File: src/rtl/vdp_init_sequencer.sv
// Table-driven VDP initialiser: fetches 16-bit commands from a synchronous table
// and issues write-only transfers on a 4-phase req/ack bus.
module vdp_init_sequencer #(
  parameter int TABLE_AW    = 6,
  parameter int WAIT_SHIFT  = 4,
  parameter int ACK_TIMEOUT = 1023,
  parameter bit RERUN       = 1'b1
) (
  input  logic                clk,
  input  logic                reset,
  input  logic                start,
  input  logic                sdram_busy,
  output logic [TABLE_AW-1:0] tbl_addr,
  input  logic [15:0]         tbl_data,
  output logic                req,
  input  logic                ack,
  output logic                wr,
  output logic [1:0]          address,
  output logic [7:0]          wdata,
  output logic                busy,
  output logic                done,
  output logic                error
);

  typedef enum logic [3:0] {
    S_INIT_WAIT,
    S_IDLE,
    S_FETCH,
    S_DECODE,
    S_REQ,
    S_ACK_HI,
    S_ACK_LO,
    S_WAITCNT,
    S_DONE,
    S_ERROR
  } state_t;

  localparam logic [1:0] OP_END  = 2'd0;
  localparam logic [1:0] OP_REG  = 2'd1;
  localparam logic [1:0] OP_PORT = 2'd2;
  localparam logic [1:0] OP_WAIT = 2'd3;

  localparam int TO_W = $clog2(ACK_TIMEOUT + 2);
  localparam int WC_W = 8 + WAIT_SHIFT;
  localparam logic [TO_W-1:0] TO_LAST = TO_W'((ACK_TIMEOUT > 0) ? ACK_TIMEOUT - 1 : 0);

  state_t                state_q;
  state_t                state_d;
  logic [TABLE_AW-1:0]   ptr_q;
  logic [1:0]            op_q;
  logic [5:0]            arg_q;
  logic                  phase_q;
  logic [3:0]            rep_q;
  logic [WC_W-1:0]       wcnt_q;
  logic [TO_W-1:0]       tocnt_q;
  logic [1:0]            addr_q;
  logic [7:0]            wdata_q;

  logic more_writes;
  logic ptr_last;
  logic to_hit;
  logic rerun_go;
  logic ack_lo_exit;
  logic advance;

  // Second byte of a register write: VDP "write register" marker plus index.
  function automatic logic [7:0] reg_select_byte(input logic [5:0] arg);
    return {2'b10, arg};
  endfunction

  function automatic logic [WC_W-1:0] wait_cycles(input logic [7:0] data);
    return WC_W'(data) << WAIT_SHIFT;
  endfunction

  assign more_writes = ((op_q == OP_REG) && !phase_q) || ((op_q == OP_PORT) && (rep_q != 4'd0));
  assign ptr_last    = &ptr_q;
  assign to_hit      = (ACK_TIMEOUT != 0) && (tocnt_q == TO_LAST);
  assign rerun_go    = RERUN && start;
  assign ack_lo_exit = (state_q == S_ACK_LO) && !ack;
  assign advance     = (ack_lo_exit && !more_writes) || ((state_q == S_WAITCNT) && (wcnt_q == '0));

  always_ff @(posedge clk) begin
    if (reset) begin
      state_q <= S_INIT_WAIT;
    end else begin
      state_q <= state_d;
    end
  end

  always_comb begin
    state_d = state_q;
    case (state_q)
      S_INIT_WAIT: if (!sdram_busy) state_d = S_IDLE;
      S_IDLE:      if (start) state_d = S_FETCH;
      S_FETCH:     state_d = S_DECODE;
      S_DECODE: begin
        case (tbl_data[15:14])
          OP_END:  state_d = S_DONE;
          OP_WAIT: state_d = S_WAITCNT;
          default: state_d = S_REQ;
        endcase
      end
      S_REQ:       state_d = S_ACK_HI;
      S_ACK_HI: begin
        if (ack)         state_d = S_ACK_LO;
        else if (to_hit) state_d = S_ERROR;
      end
      S_ACK_LO: begin
        if (!ack) begin
          if (more_writes)   state_d = S_REQ;
          else if (ptr_last) state_d = S_DONE;
          else               state_d = S_FETCH;
        end else if (to_hit) begin
          state_d = S_ERROR;
        end
      end
      S_WAITCNT: begin
        if (wcnt_q == '0) state_d = ptr_last ? S_DONE : S_FETCH;
      end
      S_DONE, S_ERROR: if (rerun_go) state_d = S_FETCH;
      default:     state_d = S_INIT_WAIT;
    endcase
  end

  always_comb begin
    req   = (state_q == S_REQ) || (state_q == S_ACK_HI);
    wr    = req;
    busy  = !((state_q == S_INIT_WAIT) || (state_q == S_IDLE) ||
              (state_q == S_DONE) || (state_q == S_ERROR));
    done  = (state_q == S_DONE);
    error = (state_q == S_ERROR);
  end

  // Entry pointer and the bus-visible address/data, both reset to zero.
  always_ff @(posedge clk) begin
    if (reset) begin
      ptr_q   <= '0;
      addr_q  <= 2'd0;
      wdata_q <= 8'd0;
    end else begin
      if (((state_q == S_IDLE) && start) ||
          (((state_q == S_DONE) || (state_q == S_ERROR)) && rerun_go)) begin
        ptr_q <= '0;
      end else if (advance && !ptr_last) begin
        ptr_q <= ptr_q + TABLE_AW'(1);
      end

      if (state_q == S_DECODE) begin
        if (tbl_data[15:14] == OP_REG) begin
          addr_q  <= 2'd1;
          wdata_q <= tbl_data[7:0];
        end else if (tbl_data[15:14] == OP_PORT) begin
          addr_q  <= tbl_data[9:8];
          wdata_q <= tbl_data[7:0];
        end
      end else if (ack_lo_exit && more_writes && (op_q == OP_REG)) begin
        wdata_q <= reg_select_byte(arg_q);
      end
    end
  end

  // Per-entry working registers; only meaningful after DECODE has loaded them.
  always_ff @(posedge clk) begin
    if (state_q == S_DECODE) begin
      op_q    <= tbl_data[15:14];
      arg_q   <= tbl_data[13:8];
      phase_q <= 1'b0;
      rep_q   <= tbl_data[13:10];
      wcnt_q  <= wait_cycles(tbl_data[7:0]);
    end else begin
      if (ack_lo_exit && more_writes) begin
        if (op_q == OP_REG) phase_q <= 1'b1;
        else                rep_q   <= rep_q - 4'd1;
      end
      if ((state_q == S_WAITCNT) && (wcnt_q != '0)) wcnt_q <= wcnt_q - WC_W'(1);
    end

    if ((state_q == S_REQ) || ((state_q == S_ACK_HI) && ack)) begin
      tocnt_q <= '0;
    end else if ((state_q == S_ACK_HI) || (state_q == S_ACK_LO)) begin
      tocnt_q <= tocnt_q + TO_W'(1);
    end
  end

  assign tbl_addr = ptr_q;
  assign address  = addr_q;
  assign wdata    = wdata_q;

endmodule
File: config.mk
export PLATFORM = sky130hd
export DESIGN_NAME = vdp_init_sequencer
export DESIGN_NICKNAME = d
export VERILOG_FILES = /design/src/rtl/vdp_init_sequencer.sv
export SDC_FILE = /design/constraint.sdc
export NUM_CORES = 1
export LEC_CHECK = 0
export ABC_AREA = 0
export ABC_CLOCK_PERIOD_IN_PS = 2400
export CAP_MARGIN = 20
export CORE_MARGIN = 4
export CORE_UTILIZATION = 41
export CTS_CLUSTER_DIAMETER = 30
export DETAILED_ROUTE_END_ITERATION = 8
export DONT_BUFFER_PORTS = 1
export PLACE_DENSITY = 0.56
export SLEW_MARGIN = 10
export SYNTH_ARGS = -nofsm -noshare
export SYNTH_HDL_FRONTEND = slang
export SYNTH_SLANG_ARGS = --single-unit
export TNS_END_PERCENT = 1
File: constraint.sdc
create_clock -name clk -period 2.4 [get_ports clk]
set_input_delay 0.48 -clock clk [delete_from_list [all_inputs] [get_ports clk]]
set_output_delay 0.48 -clock clk [all_outputs]
set_load 0.05 [all_outputs]
==> impl_metrics.json, run 1 <==
{
  "timing.critical_path.arrival_ns": 2.32,
  "cts_tree": "done",
  "cap_viol_max_count": 0,
  "cts.repair_timing.setup_buffer_count": 0,
  "leakage_power_nw": 1.16,
  "crit_required_ns": 2.64,
  "ios": 42,
  "number_of_rows_in_the_core_area": 30,
  "synth-seq-cells": 56,
  "iter_0_drt_violations": 101,
  "placement.io_buffers": 0,
  "avgSynthCellArea_um2": 9.10,
  "tritonroute_pass_1_iters": 4,
  "post_synthesis_cell_area_um2": 2970,
  "clk_buf_depth": 2,
  "grt_start_max_net_pins": 20,
  "cts_inserted_buffers": 5,
  "via_per_inst": 5.49,
  "post_synthesis_to_final_layout_area_growth_pct": 8.77,
  "path_class_of_the_lowest_slack_min_delay_path": "input pin to flop",
  "finalSetupTns_ns": 0,
  "die-height_um": 93.1,
  "dpl_cell_area_um2": 3130,
  "cts_hold_repair.buffers": 0,
  "slew-limit-headroom_pct": 57.7,
  "synth.net_count": 358,
  "cts.repair.resized": 0,
  "r2r.worst_path.cells": 7,
  "status": "finished clean",
  "grt_pass1_vias": 2234,
  "synth_cell_type_count": 58,
  "antenna_found_initial": 0,
  "clock-sinks": 56,
  "maxClockFrequency_mhz": 482,
  "antenna_diodes": 0,
  "gp_congestion": 0.761,
  "timing_worst_slew_pin_value_ns": 0.634,
  "kind_of_end_point_of_the_critical_path": "flop",
  "period_share_pct": 86.4,
  "remaining_drc_errors": 0,
  "num_vias": 2361,
  "clock_pin_slew_on_the_worst_setup_and_hold_paths_ns": 0.12,
  "floorplan.core_area_um2": 6910,
  "dp_hpwl_um": 4910,
  "drtAntennaViolNets": 0,
  "async_flop_share_pct": 0,
  "timing.final.crit_period_ns": 2.07,
  "grt_setup_unrepaired": "no",
  "grt_first_pass_wirelength_um": 10700,
  "seq_area_frac_synth_pct": 44.5,
  "ir_drop_uv": 420,
  "startpoint_type": "flop",
  "clkLatencyLatePin_ns": 0.32,
  "effective_utilization_at_floorplan_pct": 43.0,
  "worst-setup-path-type": "flop to flop",
  "synthesis.instances": 326,
  "place_inst": 422,
  "number_of_enable_type_register_cells_in_the_synthesized_netlist": 20,
  "synthFlopType": "dfxtp_1",
  "hold_depth": 1,
  "totalWireLength_um": 6520,
  "final_cell_area_um2": 3230,
  "grt_util_all_layers_pct": 15.3,
  "global_route.overflow_total": 0,
  "final.setup_skew_ns": 0.0121,
  "clock_tree.htree_level_count": 2,
  "finalMaxSlewViolations": 0,
  "synthesis.yosys.warnings": 0,
  "worst-path-max-fanout": 5,
  "die_width_um": 93.1,
  "detail_route.wl_per_cell_um": 15.2,
  "setup_viol": 0,
  "fin_cells": 430,
  "root_buffer": "clkbuf_8",
  "powerDensity_nw_per_um2": 848,
  "timing_hold_violations_final": 0,
  "fin_nets": 365,
  "dieArea_um2": 8660,
  "layout-drive-gt1-share_pct": 10.5,
  "power_mw": 2.74
}
## cells in the mapped netlist (3+ instances only)
library cell   n  area [um2]
xnor2_1       11        96.3
ha_1          11         138
inv_1         15        56.3
o22ai_1        3        18.8
edfxtp_1      20         601
nand3_1        5        25.0
a31oi_1        3        18.8
and3_1         4        25.0
o21ai_1        5        25.0
nor2_1        35         131
a211oi_1       3        22.5
a311oi_1       5        43.8
nor2b_1        3        18.8
nand2_1       42         158
o21ai_0       16        80.1
clkbuf_1       9        33.8
dfxtp_1       36         721
buf_2          3        15.0
a21oi_1       19        95.1
xor2_1        10        87.6
nor3_1         8        40.0
nand4b_1       4        35.0
and4_1         3        26.3
nand2b_1       4        25.0
or3_1          7        43.8
## layout by cell type (no fill, tap or decap), types with 3 or more instances in the layout
cell type,instances
nand2_1,42
dfxtp_1,36
nor2_1,34
edfxtp_1,20
a21oi_1,19
o21ai_0,16
buf_4,16
inv_1,15
xnor2_1,11
ha_1,11
xor2_1,10
nor3_1,8
or3_1,7
o21ai_1,5
nand3_1,5
a311oi_1,5
clkbuf_8,5
nand4b_1,4
nand2b_1,4
and3_1,4
nor2b_1,3
o22ai_1,3
and4_1,3
a211oi_1,3
a31oi_1,3
## metrics by stage
stage	hold WS (ns)	utilization (%)	worst slack [ns]
global route	0.199	46.7	0.170
CTS	0.203	46.7	0.318
detailed placement	0.481	45.3	0.348
global placement	0.469	45.3	0.373
floorplan	0.454	-	0.269
finish	0.219	46.7	0.327
## worst max-delay path, stage by stage, from the launching register on
cell,delay (ns)
edfxtp_1,0.43
inv_1,0.07
ha_1,0.17
nor3b_1,0.35
o22a_1,0.30
a22oi_1,0.19
or3_1,0.35
a21oi_1,0.14
## report_power, final
part           internal (mW)  switching (mW)  total (mW)  leakage, nW
combinational          0.314           0.467       0.781        0.644
clock                  0.215           0.337       0.552       0.0463
sequential              1.18           0.228        1.41        0.474
## flip-flops by register name, indices dropped and copies added, names as in the netlist
register and cells:
phase_q 1, rep_q 4, tbl_addr 6, tocnt_q 11
wdata 8, op_q 2, address 2, wcnt_q 12
arg_q 6, state_q 4
## layer usage
| layer | track usage, % | vias up | share of wire, % |
|---|---|---|---|
| met5 | 0 | - | 0 |
| met2 | 24.5 | 37 | 47 |
| met1 | 20.2 | 1141 | 47 |
| met3 | 4.59 | 8 | 5.0 |
| met4 | 4.27 | 0 | 1.1 |
| li1 | - | 1175 | - |
## cell families (layout without fill, tap and decap cells)
| family | Yosys count | after routing | share of synthesized area (%) |
|---|---|---|---|
| AOI/OAI and AO/OA | 76 | 76 | 17.9 |
| xor gates and xnor gates | 21 | 21 | 6.20 |
| adders and majority gates | 11 | 11 | 4.64 |
| buffers and inverters | 32 | 40 | 4.85 |
| DFF | 56 | 56 | 44.5 |
| and+or+nand+nor | 130 | 130 | 21.9 |
## area by class of cell
type | count | area, um2
multi-input combinational | 238 | 1510
clock inverter | 3 | 27.5
fill | 705 | 3680
sequential | 56 | 1320
inverter | 16 | 65.1
tap | 96 | 120
timing repair buffer | 16 | 120
clock buffer | 5 | 68.8
## worst paths after layout
check | startpoint | to | slack (ns)
setup / recovery | rep_q[0] | tbl_addr[2] | 0.33
hold / removal | reset | wdata[4] | 0.22
setup reg to reg | rep_q[0] | tbl_addr[2] | 0.33
hold reg to reg | tocnt_q[5] | tocnt_q[5] | 0.50
No activity file was read; power rests on OpenSTA's default activity.
==> inputs of run 2 (changes only) <==
ABC_AREA = 1   (was 0)
CORE_MARGIN = 2   (was 4)
PLACE_DENSITY = unset   (was 0.56)
PLACE_DENSITY_LB_ADDON = 0.15   (was unset)
==> impl_metrics.json, run 2 <==
{
  "status": "finished clean",
  "global_route.overflow_total": 0,
  "registers.top_by_ff_count": "wcnt_q",
  "critical_path.reg2reg.startpoint": "rep_q[0]",
  "timing_worst_slew_pin_value_ns": 0.774,
  "number_of_rows_in_the_core_area": 31,
  "finalSetupTns_ns": 0,
  "tritonroute_pass_1_iters": 4,
  "gp_congestion": 0.879,
  "synth.area.top_cells": "dfxtp_1 23%, edfxtp_1 20%, nand2_1 11%",
  "synth.largest_area_cell": "dfxtp_1",
  "post_synthesis_cell_area_um2": 3080,
  "ir_drop_uv": 423,
  "synth_top_area_share_pct": 23.4,
  "worst-setup-path-type": "flop to output port",
  "final_cell_area_um2": 3350,
  "via_per_inst": 4.88,
  "clock_pin_slew_on_the_worst_setup_and_hold_paths_ns": 0.11,
  "cts.repair.resized": 0,
  "root_buffer": "clkbuf_8",
  "worst-path-max-fanout": 5,
  "final.setup_skew_ns": 0.0126,
  "largest_register_ff_count": 12,
  "die-height_um": 90.6,
  "remaining_drc_errors": 0,
  "fill_cells": 732,
  "drtAntennaViolNets": 0,
  "totalWireLength_um": 6850,
  "antenna_found_initial": 0,
  "path_class_of_the_lowest_slack_min_delay_path": "input pin to flop",
  "timing_hold_violations_final": 0,
  "synthesis.instances": 406,
  "r2r.worst_path.cells": 7,
  "ff2ff_setup_slack_ns": 0.45,
  "timing_startpoint_of_the_critical_path": "state_q[3]",
  "detail_route.wl_per_cell_um": 13.3,
  "layout_commonest_cell": "nand2_1",
  "num_vias": 2523,
  "clkLatencyLatePin_ns": 0.32,
  "avgSynthCellArea_um2": 7.58,
  "dieArea_um2": 8210,
  "slew-limit-headroom_pct": 47.8,
  "timing.final.crit_period_ns": 1.96,
  "cts_tree": "done",
  "leakage_power_nw": 1.40,
  "ios": 42,
  "grt_start_max_net_pins": 18,
  "clk_buf_depth": 2,
  "synth-seq-cells": 56,
  "floorplan.core_area_um2": 7250,
  "seq_area_frac_synth_pct": 42.9,
  "timing.critical_path.to": "done",
  "fin_nets": 449,
  "grt_pass1_vias": 2414,
  "synthFlopType": "dfxtp_1",
  "crit_required_ns": 1.92,
  "dpl_cell_area_um2": 3240,
  "clock_tree.htree_level_count": 2,
  "finalMaxSlewViolations": 0,
  "async_flop_share_pct": 0,
  "layout-drive-gt1-share_pct": 12.0,
  "post_synthesis_to_final_layout_area_growth_pct": 9.03,
  "iter_0_drt_violations": 111,
  "powerDensity_nw_per_um2": 759,
  "cts_inserted_buffers": 5,
  "grt_setup_unrepaired": "no",
  "grt_util_all_layers_pct": 17.3,
  "layout_common_cells": "91 x nand2_1, 50 x nor2_1, 45 x inv_1, 36 x dfxtp_1, 29 x o21ai_0",
  "antenna_diodes": 0,
  "setup_viol": 0,
  "cap_viol_max_count": 0,
  "synth_top_cells_by_count": "91 x nand2_1, 51 x nor2_1, 45 x inv_1",
  "clock-sinks": 56,
  "period_share_pct": 81.8,
  "kind_of_end_point_of_the_critical_path": "output port",
  "dp_hpwl_um": 5270,
  "worst_flop_to_flop_path_endpoint": "rep_q[2]",
  "grt_first_pass_wirelength_um": 11500,
  "placement.io_buffers": 0,
  "synth.net_count": 438,
  "maxClockFrequency_mhz": 509,
  "startpoint_type": "flop",
  "yosysMostFrequentCell": "nand2_1",
  "timing.critical_path.arrival_ns": 1.48,
  "effective_utilization_at_floorplan_pct": 42.4,
  "cts_hold_repair.buffers": 0,
  "cts.repair_timing.setup_buffer_count": 0,
  "number_of_enable_type_register_cells_in_the_synthesized_netlist": 20,
  "die_width_um": 90.6,
  "synthesis.yosys.warnings": 0,
  "synth_cell_type_count": 34
}
-- run 2: changes by cell type after synthesis, sizes merged, moves of 6 or more --
cell	change
nand2	+55
clkbuf	-9
inv	+37
or3	-7
xnor2	-6
o21ai	+19
nand3	+20
a311oi	-7
nor2	+21
a21oi	+11
-- run 2: kinds of logic (layout without fill, tap and decap cells) --
kind of cell,after synthesis,count (layout),synth area share [%]
flip-flops,56,56,42.9
AO/OA/AOI/OAI,72,72,12.5
AND/OR/NAND/NOR,196,196,28.9
adder cells (fa/ha/maj),11,11,4.47
buffers and inverters,60,72,8.05
XOR/XNOR,11,11,3.13
-- run 2: stage by stage --
step / hold slack, ns / util (%) / cells / power (mW) / setup WS (ns)
4_1_cts: 0.200 / 46.2 / 517 / 2.56 / 0.419
2_1_floorplan: 0.436 / - / 406 / 1.80 / 0.249
6_report: 0.206 / 46.2 / 517 / 2.55 / 0.436
5_1_grt: 0.189 / 46.2 / 517 / 2.72 / 0.237
3_5_place_dp: 0.452 / 44.7 / 509 / 1.94 / 0.452
3_3_place_gp: 0.449 / 44.7 / 509 / 1.93 / 0.417
-- run 2: worst min path at each step --
stage / startpoint / endpoint / slack [ns] / cells past startpoint
2_1_floorplan: phase_q / phase_q / 0.44 / 2
6_report: reset / wdata[6] / 0.21 / 1
4_1_cts: reset / wdata[6] / 0.20 / 1
5_1_grt: reset / wdata[6] / 0.19 / 1
3_5_place_dp: phase_q / phase_q / 0.45 / 2
3_3_place_gp: phase_q / phase_q / 0.45 / 2
-- run 2: per-layer routing --
metal	track usage (%)	vias up	part of all wire [%]	routed length, um
li1	-	1331	-	-
met1	23.5	1144	49	3330
met2	28.0	36	47	3200
met3	3.01	12	3.0	205
met4	5.51	0	1.8	120
met5	0	-	0	0
-- run 2: layout make-up --
class,count,area [um2],share of cell area [%]
clock buffer,5,68.8,2.05
clock inverter,3,42.5,1.27
inverter,54,206,6.15
multi-input combinational,290,1520,45.2
sequential,56,1320,39.4
tap,99,124,3.69
timing repair buffer,10,75.1,2.24
-- run 2: power breakdown --
group	switching, mW	internal, mW	total (mW)
clock network	0.324	0.310	0.633
registers	0.167	1.10	1.27
logic	0.442	0.203	0.646
total	0.933	1.61	2.55
-- run 2: critical path, cell delays in order, from the launching register on --
cell and delay, ns:
dfxtp_1 0.47, inv_1 0.15, nor3_1 0.28, buf_4 0.26
